File: config.mk
export PLATFORM = sky130hd
export DESIGN_NAME = btn_array
export DESIGN_NICKNAME = d
export VERILOG_FILES = /design/src/rtl/btn_array.sv
export SDC_FILE = /design/constraint.sdc
export NUM_CORES = 1
export LEC_CHECK = 0
export ABC_AREA = 1
export ABC_CLOCK_PERIOD_IN_PS = 7710
export CORE_MARGIN = 1
export CORE_UTILIZATION = 45
export DETAILED_ROUTE_END_ITERATION = 12
export GPL_TIMING_DRIVEN = 0
export PLACE_DENSITY = 0.69
export SYNTH_ARGS = -nofsm -noshare
export SYNTH_HDL_FRONTEND = slang
export SYNTH_SLANG_ARGS = --single-unit
export TNS_END_PERCENT = 10
File: constraint.sdc
create_clock -name clk -period 7.71 [get_ports clk]
set_input_delay 2.313 -clock clk [delete_from_list [all_inputs] [get_ports clk]]
set_output_delay 2.313 -clock clk [all_outputs]
set_load 0.03 [all_outputs]
File: src/rtl/btn_array.sv
// btn_array: NUM_BTN independent push-button debouncers, each with a clean level
// and one-cycle press, release, long-press and auto-repeat pulses.
module btn_array #(
    parameter int NUM_BTN      = 4,
    parameter int ACTIVE_LOW   = 1,
    parameter int DEBOUNCE_CNT = 80,
    parameter int LONG_CNT     = 50_000_000,
    parameter int REPEAT_EN    = 1,
    parameter int REPEAT_CNT   = 10_000_000
) (
    input  logic               clk,
    input  logic               rst,
    input  logic [NUM_BTN-1:0] button_in,
    output logic [NUM_BTN-1:0] pressed,
    output logic [NUM_BTN-1:0] press_pulse,
    output logic [NUM_BTN-1:0] release_pulse,
    output logic [NUM_BTN-1:0] long_pulse,
    output logic [NUM_BTN-1:0] repeat_pulse
);
    localparam logic IDLE_LVL = (ACTIVE_LOW != 0);
    localparam int   DW       = $clog2(DEBOUNCE_CNT + 1);
    localparam int   HMAX     = (LONG_CNT > REPEAT_CNT) ? LONG_CNT : REPEAT_CNT;
    localparam int   HW       = $clog2(HMAX + 1);
    localparam logic [DW-1:0] DEB_LAST  = DW'(DEBOUNCE_CNT - 1);
    localparam logic [HW-1:0] LONG_LAST = HW'(LONG_CNT - 1);
    localparam logic [HW-1:0] REP_LAST  = HW'(REPEAT_CNT - 1);

    typedef enum logic [1:0] {RELEASED, HELD, LONG} hold_t;

    for (genvar i = 0; i < NUM_BTN; i++) begin : g_ch
        logic [1:0]    sync;
        logic          s, st, flip, press_ev, rel_ev;
        logic [DW-1:0] deb_cnt;
        hold_t         state, state_nx;
        logic [HW-1:0] hold_cnt, hold_nx;
        logic          long_nx, rep_nx;
        logic          pp, rp, lp, rpt;

        assign s        = sync[1] ^ IDLE_LVL;
        assign flip     = (s != st) && (deb_cnt == DEB_LAST);
        assign press_ev = flip && s;
        assign rel_ev   = flip && !s;

        // A release overrides any long/repeat that would fire on the same cycle.
        always_comb begin
            state_nx = state;
            hold_nx  = hold_cnt;
            long_nx  = 1'b0;
            rep_nx   = 1'b0;
            if (rel_ev) begin
                state_nx = RELEASED;
                hold_nx  = '0;
            end else if (state == RELEASED) begin
                state_nx = press_ev ? HELD : RELEASED;
                hold_nx  = '0;
            end else if (state == HELD) begin
                long_nx  = (hold_cnt == LONG_LAST);
                state_nx = long_nx ? LONG : HELD;
                hold_nx  = long_nx ? '0 : hold_cnt + 1'b1;
            end else if (REPEAT_EN != 0) begin
                rep_nx  = (hold_cnt == REP_LAST);
                hold_nx = rep_nx ? '0 : hold_cnt + 1'b1;
            end else begin
                hold_nx = '0;
            end
        end

        always_ff @(posedge clk or posedge rst) begin
            if (rst) begin
                sync     <= {2{IDLE_LVL}};
                deb_cnt  <= '0;
                st       <= 1'b0;
                state    <= RELEASED;
                hold_cnt <= '0;
                pp       <= 1'b0;
                rp       <= 1'b0;
                lp       <= 1'b0;
                rpt      <= 1'b0;
            end else begin
                sync     <= {sync[0], button_in[i]};
                deb_cnt  <= (s == st || flip) ? '0 : deb_cnt + 1'b1;
                st       <= flip ? s : st;
                state    <= state_nx;
                hold_cnt <= hold_nx;
                pp       <= press_ev;
                rp       <= rel_ev;
                lp       <= long_nx;
                rpt      <= rep_nx;
            end
        end

        assign pressed[i]       = st;
        assign press_pulse[i]   = pp;
        assign release_pulse[i] = rp;
        assign long_pulse[i]    = lp;
        assign repeat_pulse[i]  = rpt;
    end
endmodule

After elaboration in Yosys (flattened, before gate mapping)

Cells that the tools add are included.

Register bits: 168
Input bits: 6

$add $sub $neg: 8
Equality and inequality tests: 24
Muxes and demuxes: 68
Bitwise logic cells: 4
Reductions and logical operators: 24

Operators with widths:

| operator              | count |
|---|---|
| $mux 26               | 20 |
| $add 26x1->26 const B | 4 |
| $eq 26x24->1 const B  | 4 |
| $eq 26x26->1 const B  | 4 |
| $mux 2                | 16 |
| $add 7x1->7 const B   | 4 |
| $eq 7x7->1 const B    | 4 |
| $mux 1                | 28 |
| $mux 7                | 4 |
| $logic_and 1x1->1     | 12 |
| $reduce_bool 3->1     | 4 |
| $eq 2x1->1 const B    | 4 |
| $logic_not 2->1       | 4 |
| $eq 1x1->1            | 4 |
| $logic_or 1x1->1      | 4 |
| $ne 1x1->1            | 4 |
| $not 1->1             | 4 |

Longest topological paths before layout

Gate-level depths: netlist of run 1.

Word-level depth: 7
Mapped depth: 10
Depth with buffers taken out: 10

Worst setup path before layout of run 1

No wires, ideal clock.

Path type: reg-to-output
Start: reg g_ch[2].st
End: out pressed[2]
Arrival time: 0.584 ns
Data required time: 5.397 ns
Slack: 4.813 ns
Cell stages (with the launch flop): 2
Path buffers: 1
Cell sequence: dfrtp_1 -> buf_4

RTL lines:

| what                   | line | source |
|---|---|---|
| from (decl)            | 32   | `logic s, st, flip, press_ev, rel_ev;` |
| from (signal assigned) | 82   | `st <= flip ? s : st;` |
| to (decl)              | 14   | `output logic [NUM_BTN-1:0] pressed,` |

No word-level cell between the ends.

Final worst setup path of run 1

Start: reg g_ch[2].st
End: out pressed[2]

No word-level cell between the ends.

==> results of run 1 <==
## state kept, by name, summed over array words and instances, names as in the netlist
signal	cells
g_ch.hold_cnt	104
g_ch.deb_cnt	28
g_ch.state	8
g_ch.sync	8
g_ch.lp	4
g_ch.pp	4
g_ch.rp	4
g_ch.rpt	4
g_ch.st	4
## area by class of cell
| class | count | share of cell area (%) |
|---|---|---|
| clock buffer | 20 | 4.272 |
| multi-input combinational | 870 | 40.59 |
| sequential | 168 | 40.30 |
| inverter | 147 | 5.349 |
| clock inverter | 12 | 1.137 |
| buffer | 28 | 2.465 |
| timing repair buffer | 26 | 2.656 |
| tap | 270 | 3.231 |
## critical path, cell delays in order (launching register included)
cell and delay (ns):
dfrtp_1 0.44, buf_4 0.14, clkdlybuf4s50_1 0.65
## cell usage after synthesis
| cell | count |
|---|---|
| nand3_1 | 73 |
| nor2_4 | 4 |
| nor2_8 | 1 |
| nor3_2 | 1 |
| dfrtp_1 | 160 |
| nor2_1 | 277 |
| nor3_1 | 11 |
| nor2_2 | 41 |
| and2_1 | 1 |
| nand3b_1 | 8 |
| buf_4 | 20 |
| inv_1 | 140 |
| xor2_1 | 36 |
| nor4_1 | 4 |
| inv_2 | 7 |
| dfstp_2 | 8 |
| nand2_1 | 304 |
| nand3_2 | 5 |
| nand4_4 | 2 |
| nand3_4 | 3 |
| nand2_2 | 9 |
| buf_12 | 2 |
| xnor2_1 | 34 |
| nand2_4 | 1 |
| ha_1 | 8 |
| nand4_1 | 16 |
| nand4_2 | 3 |
| or2_2 | 3 |
| o21ai_0 | 8 |
| a21oi_1 | 10 |
| nor3b_1 | 5 |
| o21ai_1 | 2 |
| buf_6 | 6 |
## kinds of logic (layout without fill, tap and decap cells)
| kind of cell | Yosys count | after routing | share of synthesized area, % |
|---|---|---|---|
| and+or+nand+nor | 772 | 772 | 37.02 |
| buffers and inverters | 175 | 233 | 8.735 |
| DFF | 168 | 168 | 45.47 |
| xor gates and xnor gates | 70 | 70 | 6.615 |
| AOI/OAI and AO/OA | 20 | 20 | 1.080 |
| adders and majority gates | 8 | 8 | 1.080 |
## placed cells by master (no fill, tap or decap), types with 8 or more instances in the layout
cell type / n
a21oi_1: 10
buf_4: 20
clkbuf_16: 17
clkdlybuf4s50_1: 25
dfrtp_1: 160
dfstp_2: 8
ha_1: 8
inv_1: 139
nand2_1: 304
nand2_2: 9
nand3_1: 73
nand3b_1: 8
nand4_1: 16
nor2_1: 277
nor2_2: 41
nor3_1: 11
o21ai_0: 8
xnor2_1: 34
xor2_1: 36
## per-layer routing
| layer | wire length (um) | track usage (%) | part of all wire (%) |
|---|---|---|---|
| met1 | 8763 | 24.92 | 50 |
| met2 | 8030 | 28.20 | 46 |
| met3 | 552 | 3.448 | 3.1 |
| met4 | 269 | 6.579 | 1.5 |
| met5 | 0 | 0 | 0 |
## stage by stage
stage / cell area, sq um / std cells / TNS [ns] / utilization (%) / power (uW)
2_1_floorplan: 9268 / 1213 / 0 / - / 935.8
3_3_place_gp: 9856 / 1508 / -230.86 / 48.71 / 946.4
3_5_place_dp: 9891 / 1509 / 0 / 48.88 / 949.4
4_1_cts: 10460 / 1541 / 0 / 51.68 / 1782
5_1_grt: 10460 / 1541 / 0 / 51.68 / 1822
6_report: 10460 / 1541 / 0 / 51.68 / 1753
## power by group through the flow
stage / Combinational (uW) / Sequential, uW / Clock, uW
after floorplan: 24.6 / 911 / 0
after global placement: 33.9 / 912 / 0
after detailed placement: 37.0 / 912 / 0
after CTS: 37.0 / 896 / 849
after global routing: 42.7 / 897 / 883
final: 35.0 / 896 / 822
## worst max-delay path by stage
stage,startpoint,endpoint,slack (ns),cells past startpoint
floorplan,rst,g_ch[0].deb_cnt[0]$_DFF_PP0_,0.86,1
global placement,rst,g_ch[1].deb_cnt[5]$_DFF_PP0_,-1.45,2
detailed placement,rst,g_ch[0].hold_cnt[16]$_DFF_PP0_,4.00,3
CTS,g_ch[2].st$_DFFE_PP0N_,pressed[2],3.71,2
global route,g_ch[2].st$_DFFE_PP0N_,pressed[2],3.68,2
finish,g_ch[2].st$_DFFE_PP0N_,pressed[2],3.74,2
==> flow_metrics.tcl, run 1 <==
set metrics [dict create \
    cts.clk_slew.worst_paths_ns 0.07 \
    cellLeakagePower_uw 0.004601 \
    multi_input_area_sq_mm 0.004244 \
    dieArea_sq_mm 0.02117 \
    drv_slew 0 \
    cp.required_ns 5.40 \
    ant_nets 0 \
    clockRootBuffer "clkbuf_16" \
    globalplace.congestion 0.9108 \
    die_y_um 145.5 \
    synth_top_area_share_pct 43.20 \
    ir_worst_vdd_mv 0.1281 \
    rsz0062_at_grt "false" \
    max_slew_margin_pct 55.40 \
    grtUsageTotal_pct 18.01 \
    grt_max_degree 96 \
    whs_endpoint "g_ch[0].sync[1]$_DFF_PP1_" \
    power_density_mw_per_mm2 167.7 \
    core_area_sq_mm 0.02023 \
    cts_hold_buffers 0 \
    hold_start "g_ch[0].sync[0]$_DFF_PP1_" \
    regArea_sq_mm 0.004214 \
    drt-vias-per-instance 4.716 \
    p_int_uw 1358 \
    r2r_slack_ns 5.96 \
    holdPathStages 0 \
    antenna_found_initial 0 \
    pin_count 26 \
    synth.net_count 1227 \
    finalSetupViolations 0 \
    fin_crit_ns 3.973 \
    fmax_mhz 251.7 \
    yosysTopAreaCell "dfrtp_1" \
    worstMarginPinSlew_ns 0.6689 \
    yosysSeqAreaShare_pct 45.47 \
    clock_skew_ns 0.007198 \
    hold_class "reg2reg" \
    worst_slack_ns 3.737 \
    dpl.hpwl_mm 12.81 \
    r2r-end "g_ch[0].hold_cnt[21]$_DFF_PP0_" \
    combPwrFrac_pct 2.0 \
    switching_share_pct 22.55 \
    switchingPower_uw 395.4 \
    insertion_delay_ns 0.43 \
    syn_area_sq_mm 0.009268 \
    cp-start-kind "flop" \
    drt_iter0_markers 379 \
    fin_nets 1272 \
    cts_tree "yes" \
    cts_setup_buffers 0 \
    path_max_fanout 5 \
    pre_cts_ws_ns 4.002 \
    grt-ovfl-total 0 \
    yosysWarningCount 0 \
    syn_area_per_cell_sq_um 7.640 \
    drive_above_1_share_pct 11.64 \
    dr.pass1.iters 5 \
    cts_num_sinks 168 \
    grt_pass1_vias 6872 \
    drt-total-wl_mm 17.62 \
    n_fill_cell 1893 \
    cts_resized 0 \
    drc 0 \
    worst_ep_arrival_time_ns 1.66 \
    pwr-share-clk_pct 46.9 \
    die_width_um 145.5 \
    vias 7268 \
    r2r-start "g_ch[0].hold_cnt[0]$_DFF_PP0_" \
    crit_type "reg2out" \
    rr_worst_depth 9 \
    period_share_pct 51.53 \
    seqPwrFrac_pct 51.1 \
    row_count 52 \
    wl_per_cell_um 11.43 \
    initial_utilization_pct 45.80 \
    n_antenna_cell 0 \
    whs_ns 0.3559 \
    area_growth_pct 12.83 \
    cts_buffer_depth 2 \
    end_kind "output pin" \
    syn_inst 1213 \
    htreeDepth 4 \
    status "finished, final reports clean" \
    grt_pass1_wl_mm 31.09 \
    hold_viol 0 \
    netlist_top_cells_area "dfrtp_1, nand2_1, nor2_1, inv_1, nand3_1" \
    cap_violations 0 \
    io_buffers 25 \
    ys_types 33 \
    ys_seq_elements 168 \
    cts_buffers 17 \
]
Power figures use the tool's default switching activity.
==> run 2: changes to the inputs <==
ABC_CLOCK_PERIOD_IN_PS = 4100   (was 7710)
clock period = 4.1 ns   (was 7.71 ns; I/O delays follow)
==> flow_metrics.tcl, run 2 (same netlist as run 1, synthesis figures left out) <==
set metrics [dict create \
    status "finished, final reports clean" \
    n_antenna_cell 0 \
    whs_ns 0.3552 \
    rsz0062_at_grt "false" \
    drt_iter0_markers 425 \
    cts_buffers 17 \
    htreeDepth 4 \
    cp_num_buf_inv 2 \
    power_density_mw_per_mm2 316.4 \
    area_growth_pct 13.35 \
    met2_usage_pct 29.71 \
    r2r-start "g_ch[3].hold_cnt[0]$_DFF_PP0_" \
    cts_resized 0 \
    cts_buffer_depth 2 \
    dpl.hpwl_mm 13.11 \
    crit_path_max_incr_delay_ns 0.66 \
    placed_cells 1512 \
    fin_crit_ns 2.875 \
    cp-start-kind "flop" \
    layout_common_cells "nand2_1, nor2_1, dfrtp_1" \
    antenna_found_initial 0 \
    cts_hold_buffers 0 \
    grt-ovfl-total 0 \
    cap_violations 0 \
    max_slew_margin_pct 55.80 \
    die_width_um 145.5 \
    fmax_mhz 347.8 \
    hold_class "reg2reg" \
    top_register "g_ch.hold_cnt" \
    crit_start "g_ch[2].st$_DFFE_PP0N_" \
    drive_above_1_share_pct 11.62 \
    cts.clk_slew.worst_paths_ns 0.06 \
    period_share_pct 70.13 \
    crit_slowest_cell "clkdlybuf4s50_1" \
    row_count 52 \
    wl_per_cell_um 11.72 \
    cts_num_sinks 168 \
    cp.required_ns 2.87 \
    ir_worst_vdd_mv 0.2512 \
    dr.pass1.iters 7 \
    reg_top3 "g_ch.hold_cnt: 104 flops, g_ch.deb_cnt: 28 flops" \
    drt-vias-per-instance 4.742 \
    hold_viol 0 \
    crit_end "pressed[2]" \
    grt_max_degree 41 \
    path_max_fanout 5 \
    post-route-util_pct 51.92 \
    grt_pass1_vias 6988 \
    rr_worst_depth 9 \
    pin_count 26 \
    core_area_sq_mm 0.02023 \
    clock_skew_ns 0.01089 \
    cellLeakagePower_uw 0.004620 \
    finalSetupViolations 0 \
    worstMarginPinSlew_ns 0.6616 \
    final_common_cell "nand2_1" \
    cts_setup_buffers 0 \
    clockRootBuffer "clkbuf_16" \
    busiest_layer "met2" \
    grtUsageTotal_pct 18.22 \
    r2r-end "g_ch[3].hold_cnt[5]$_DFF_PP0_" \
    io_buffers 25 \
    crit_cells 2 \
    grt_pass1_wl_mm 31.71 \
    vias 7322 \
    dieArea_sq_mm 0.02117 \
    drv_slew 0 \
    grt_util_met1_pct 24.28 \
    instances_no_fill 1544 \
    die_y_um 145.5 \
    globalplace.congestion 0.9141 \
    drt-total-wl_mm 18.09 \
    end_kind "output pin" \
    largest_reg_flops 104 \
    worst_ep_arrival_time_ns 1.65 \
    drc 0 \
    crit_chain "buf_4 -> clkdlybuf4s50_1" \
    cts_tree "yes" \
    crit_type "reg2out" \
    initial_utilization_pct 45.80 \
    r2r_slack_ns 2.36 \
    insertion_delay_ns 0.43 \
    ant_nets 0 \
    grtUsageMet3_pct 3.292 \
    fin_nets 1275 \
    cp_top_family "buffers and inverters" \
    power_uw 3324 \
]
-- run 2: changes by cell type in the layout (fill, tap and decap cells not counted), sizes merged --
cell,change
buf,+3
bufinv,+1
inv,-2
clkbuf,+2
clkinv,-1
-- run 2: worst min path at each step --
stage                                end  slack [ns]                 startpoint  depth (start not counted)
2_1_floorplan  g_ch[0].sync[1]$_DFF_PP1_        0.35  g_ch[0].sync[0]$_DFF_PP1_                          0
3_3_place_gp   g_ch[2].sync[1]$_DFF_PP1_        0.35  g_ch[2].sync[0]$_DFF_PP1_                          0
3_5_place_dp   g_ch[2].sync[1]$_DFF_PP1_        0.35  g_ch[2].sync[0]$_DFF_PP1_                          0
4_1_cts        g_ch[0].sync[1]$_DFF_PP1_        0.36  g_ch[0].sync[0]$_DFF_PP1_                          0
5_1_grt        g_ch[0].sync[1]$_DFF_PP1_        0.36  g_ch[0].sync[0]$_DFF_PP1_                          0
6_report       g_ch[0].sync[1]$_DFF_PP1_        0.36  g_ch[0].sync[0]$_DFF_PP1_                          0
-- run 2: report_power, final --
group	total, uW	leakage (uW)	switching (uW)	internal (uW)
clock	1570	0.000273	665	902
combinational	71.7	0.00204	48.4	23.3
sequential	1680	0.00231	10.6	1670
-- run 2: worst reg2reg max path: stages, from the launching register on --
cell and delay, ns:
dfrtp_1 0.37, ha_1 0.33, nand2_2 0.12, inv_2 0.09, nand2_4 0.07, nor2_8 0.15, nand4_4 0.14, nand3_4 0.15
buf_12 0.16, nor2_2 0.04
-- run 2: routing by layer --
metal  wire, um  up-vias
met5          0        -
met4        366        0
met3        519       32
met2       8313      126
met1       8894     3369
li1           -     3795
-- run 2: per-stage QoR --
stage,worst slack [ns],area [sq um],setup TNS [ns]
6_report,1.225,10510,0
2_1_floorplan,0.7358,9271,0
4_1_cts,1.207,10510,0
3_3_place_gp,-0.7346,9859,-115.72
3_5_place_dp,1.428,9940,0
5_1_grt,1.160,10510,0
-- run 2: layout make-up --
| cell class | instances | area, sq um |
|---|---|---|
| fill | 1912 | 9729 |
| multi-input combinational | 870 | 4244 |
| sequential | 168 | 4214 |
| inverter | 147 | 555.5 |
| clock buffer | 22 | 444.2 |
| tap | 270 | 337.8 |
| timing repair buffer | 29 | 330.3 |
| buffer | 28 | 257.7 |
| clock inverter | 10 | 121.4 |
